File: src/rtl/alu_share_arbiter.sv
// Arbitrates two valid/ready requesters onto one shared combinational ALU and
// captures the ALU result into a single tagged response register.
module alu_share_arbiter #(
  parameter int DATA_W    = 32,
  parameter int CTRL_W    = 5,
  parameter bit PRIO_MODE = 1'b0
) (
  input  logic              iCLK,
  input  logic              iRST,
  input  logic              iReq0Valid,
  input  logic [CTRL_W-1:0] iReq0Ctrl,
  input  logic [DATA_W-1:0] iReq0A,
  input  logic [DATA_W-1:0] iReq0B,
  output logic              oReq0Ready,
  input  logic              iReq1Valid,
  input  logic [CTRL_W-1:0] iReq1Ctrl,
  input  logic [DATA_W-1:0] iReq1A,
  input  logic [DATA_W-1:0] iReq1B,
  output logic              oReq1Ready,
  output logic [CTRL_W-1:0] oALUCtrl,
  output logic [DATA_W-1:0] oALUA,
  output logic [DATA_W-1:0] oALUB,
  input  logic [DATA_W-1:0] iALUResult,
  input  logic              iALUZero,
  output logic              oRspValid,
  output logic              oRspId,
  output logic [DATA_W-1:0] oRspResult,
  output logic              oRspZero,
  input  logic              iRspReady
);

  // rr_ptr = 0 prefers req0 on contention, 1 prefers req1.
  logic rr_ptr;
  logic slot_free;
  logic grant0;
  logic grant1;

  // NOTE: every always_comb output gets a default first so no latch is inferred.
  always_comb begin
    slot_free = !oRspValid || iRspReady;
    grant0    = 1'b0;
    grant1    = 1'b0;
    if (slot_free && !iRST) begin
      if (iReq0Valid && iReq1Valid) begin
        if (PRIO_MODE || !rr_ptr) grant0 = 1'b1;
        else                      grant1 = 1'b1;
      end else begin
        grant0 = iReq0Valid;
        grant1 = iReq1Valid;
      end
    end
  end

  assign oReq0Ready = grant0;
  assign oReq1Ready = grant1;

  always_comb begin
    oALUCtrl = '0;
    oALUA    = '0;
    oALUB    = '0;
    if (grant0) begin
      oALUCtrl = iReq0Ctrl;
      oALUA    = iReq0A;
      oALUB    = iReq0B;
    end else if (grant1) begin
      oALUCtrl = iReq1Ctrl;
      oALUA    = iReq1A;
      oALUB    = iReq1B;
    end
  end

  // NOTE: sequential state uses non-blocking assignments only.
  always_ff @(posedge iCLK) begin
    if (iRST) begin
      oRspValid  <= 1'b0;
      oRspId     <= 1'b0;
      oRspResult <= '0;
      oRspZero   <= 1'b0;
      rr_ptr     <= 1'b0;
    end else if (grant0 || grant1) begin
      oRspValid  <= 1'b1;
      oRspId     <= grant1;
      oRspResult <= iALUResult;
      oRspZero   <= iALUZero;
      rr_ptr     <= grant0;   // point at the requester that lost this cycle
    end else if (iRspReady) begin
      oRspValid  <= 1'b0;     // drain only; data registers keep their value
    end
  end

endmodule
File: config.mk
export PLATFORM = sky130hd
export DESIGN_NAME = alu_share_arbiter
export DESIGN_NICKNAME = d
export VERILOG_FILES = /design/src/rtl/alu_share_arbiter.sv
export SDC_FILE = /design/constraint.sdc
export NUM_CORES = 1
export LEC_CHECK = 0
export ABC_AREA = 1
export CORE_AREA = 2 2 108 110
export DETAILED_ROUTE_END_ITERATION = 10
export DIE_AREA = 0 0 110 112
export PLACE_DENSITY = 0.68
export SYNTH_ARGS = -nofsm -noshare
export SYNTH_HDL_FRONTEND = slang
export SYNTH_SLANG_ARGS = --single-unit
File: constraint.sdc
create_clock -name iCLK -period 4 [get_ports iCLK]
set_input_delay 1.2 -clock iCLK [delete_from_list [all_inputs] [get_ports iCLK]]
set_output_delay 1.2 -clock iCLK [all_outputs]
set_load 0.02 [all_outputs]
==> summary.txt <==
Outcome
  • Status: finished clean

Power
  • P_leak: 2.73 nW
  • Part of the power in combinational logic: 46.1%
  • Sw Share: 33.8%
  • Sw Pwr: 0.512 mW
  • PwrDens: 272 nW/um^2
  • Internal: 1.01 mW
  • Clock share of power: 26.3%
  • Peak VDD IR: 0.304 mV
  • Sequential share of power: 27.6%

Final layout
  • Leading cell types in the layout, fill and taps excluded: nand2_1 (245), clkdlybuf4s50_1 (209), nor2_1 (66)
  • Final #Nets: 906
  • Diode count: 0
  • Synthesis-to-finish area growth: 127%
  • Most common cell after layout, fill and taps aside: nand2_1
  • Non-filler cells, final: 874
  • Share of cells above drive strength 1: 13.0%

Timing
  • Final hold vios: 0
  • Slew margin rel.: 42.2%
  • Setup WS post-layout: 77.6 ps
  • Setup Viol. Count Final: 0
  • Fmax: 255 MHz
  • Period utilization: 98.1%
  • Clock skew: 7.04 ps
  • Final Max Slew Viols: 0
  • Worst slew pin tran: 864 ps
  • Post-layout minimum cycle time: 3920 ps

Floorplan
  • Die Span Y: 112 um
  • Row cnt: 39
  • I/O pin count: 282
  • Die ar.: 12300 um^2
  • Die width: 110 um
  • Initial core utilization: 22.0%
  • CORE AREA: 11200 um^2

Flow run
  • Maximum capacitance violations: 0

Routing
  • Via Count: 3705
  • Routed Antenna Nets: 0
  • Avg Vias per Cell: 4.24
  • DRC: 0
  • Iteration-0 DRC Markers: 190
  • Post-DR wirelength/cell: 15.0 um
  • First-pass DRT Iterations: 4
  • WL final: 13100 um

Global route
  • Largest net degree at the start of global routing: 39
  • Vias in the first global route: 3675
  • Initial antenna violation count: 0
  • Total gr overflow: 0
  • Total track usage: 19.2%
  • First-pass GRT wire length: 18700 um

Clock tree
  • Total CTS buffers: 5
  • Hold_buf cts: 0
  • Sink Count: 36
  • H-tree levels: 2
  • Root buf cell: clkbuf_16
  • Clock latency on the worst-skew pair: 280 ps
  • Clock-pin slew on the worst setup and hold paths: 50 ps
  • CTS tree: yes
  • Post-CTS Setup Bufs: 0
  • CTS max path bufs: 2

Placed design
  • Placed Cells: 862
  • PortBufs: 281
  • Pre-CTS setup slack: -373 ps
  • Routability Congestion: 0.846
  • Post-detail-place hpwl: 9590 um

Logic synthesis
  • Synth warn: 0
  • Syn Area/Cell: 5.43 um^2
  • Sequential share of the synthesized area: 29.3%
  • Synth Register Bits: 36
  • Post-Syn Area: 2460 um^2
  • Gate Count Post-Synth: 453
  • Syn nets: 629
  • Synth cell types: 17

Setup path
  • Crit path buffers/inverters: 5
  • Crit Path Class: in2out
  • Crit-path cells: clkdlybuf4s50_1 -> inv_2 -> a21oi_4 -> nand2_4 -> inv_6 -> buf_12 -> nand2_1 -> nand2_1 -> clkdlybuf4s15_2
  • Worst path most repeated cell: nand2_1
  • CP delay by family, top: buffers and inverters
  • Worst setup EP type: output pin
  • Critical-path top delay cell: clkdlybuf4s50_1
  • Critical path fanouts, max: 19
  • Crit-path max cell delay: 470 ps
  • WP data arrival: 2720 ps
  • Startpoint type of the worst setup path: primary input
  • Req. time, crit path: 2800 ps

Min path
  • Type of the worst min-delay path: reg2reg
-- path summary, 6_finish.rpt --
path              startpoint  depth (start not counted)              to  slack (ps)
hold / removal        oRspId                          2          oRspId         460
setup / recovery   iRspReady                          9       oALUA[25]          80
hold reg to reg       oRspId                          2          oRspId         460
setup reg to reg      rr_ptr                          5  oRspResult[14]        2440
-- power by group through the flow --
stage          registers (mW)  clock network [mW]  logic (mW)
2_1_floorplan           0.469                   0       0.259
3_3_place_gp            0.424                   0       0.709
3_5_place_dp            0.426                   0       0.712
4_1_cts                 0.419               0.409       0.698
5_1_grt                 0.424               0.426       0.753
6_report                0.419               0.399       0.699
-- synth_stat cells, drive strengths merged --
cell      n  area (um^2)
clkinv    1         3.75
nand3    35          175
dfxtp    36          721
o21ai     1         16.3
buf      23          166
clkbuf    3         11.3
nand2   248          948
nor2     66          248
a21oi     3         30.0
inv      37          139
-- layer usage --
| layer | routed length [um] | track usage, % |
|---|---|---|
| met5 | 0 | 0 |
| met4 | 183 | 4.14 |
| met3 | 1730 | 8.37 |
| met2 | 6170 | 33.5 |
| met1 | 4990 | 21.3 |
-- cells by family after synthesis --
family | Yosys count | share of synthesized area, %
and+or+nand+nor | 349 | 55.8
DFF | 36 | 29.3
buffers and inverters | 64 | 13.0
AOI/OAI and AO/OA | 4 | 1.88
-- layout make-up --
type | count | area, um^2
Inverter | 38 | 153
Clock buffer | 6 | 139
Timing Repair Buffer | 296 | 2950
Fill cell | 1119 | 5600
Multi-Input combinational cell | 353 | 1430
Tap cell | 143 | 179
Clock inverter | 2 | 13.8
Sequential cell | 36 | 721
-- registers in the layout, indices dropped and copies added, names as in the netlist --
name / count
oRspValid: 1
rr_ptr: 1
oRspId: 1
oRspZero: 1
oRspResult: 32
-- through the flow --
stage / total power, mW / util, % / TNS, ps / instance area, um^2 / hold WS, ps
after floorplan: 0.728 / - / 0 / 2460 / 468
after global placement: 1.13 / 48.5 / -20300 / 5420 / 454
after detailed placement: 1.14 / 48.5 / -21220 / 5420 / 460
after CTS: 1.53 / 50.1 / -38.3 / 5600 / 466
after global routing: 1.60 / 49.9 / -3.28 / 5580 / 507
final: 1.52 / 49.9 / 0 / 5580 / 463
-- worst register-to-register path: stages, from the launching register on --
cell and delay, ps:
dfxtp_1 350, nand2_1 80, nand2_2 100, o21ai_4 710, nor2_1 130, nor2_1 130
-- timing repair --
item	4_1_cts	5_1_grt
gates resized for setup	175	36
endpoints found under the setup margin	68	58
cloned	1	3
pin swaps	1	0
Note: power is estimated with default switching activity, not from simulation.
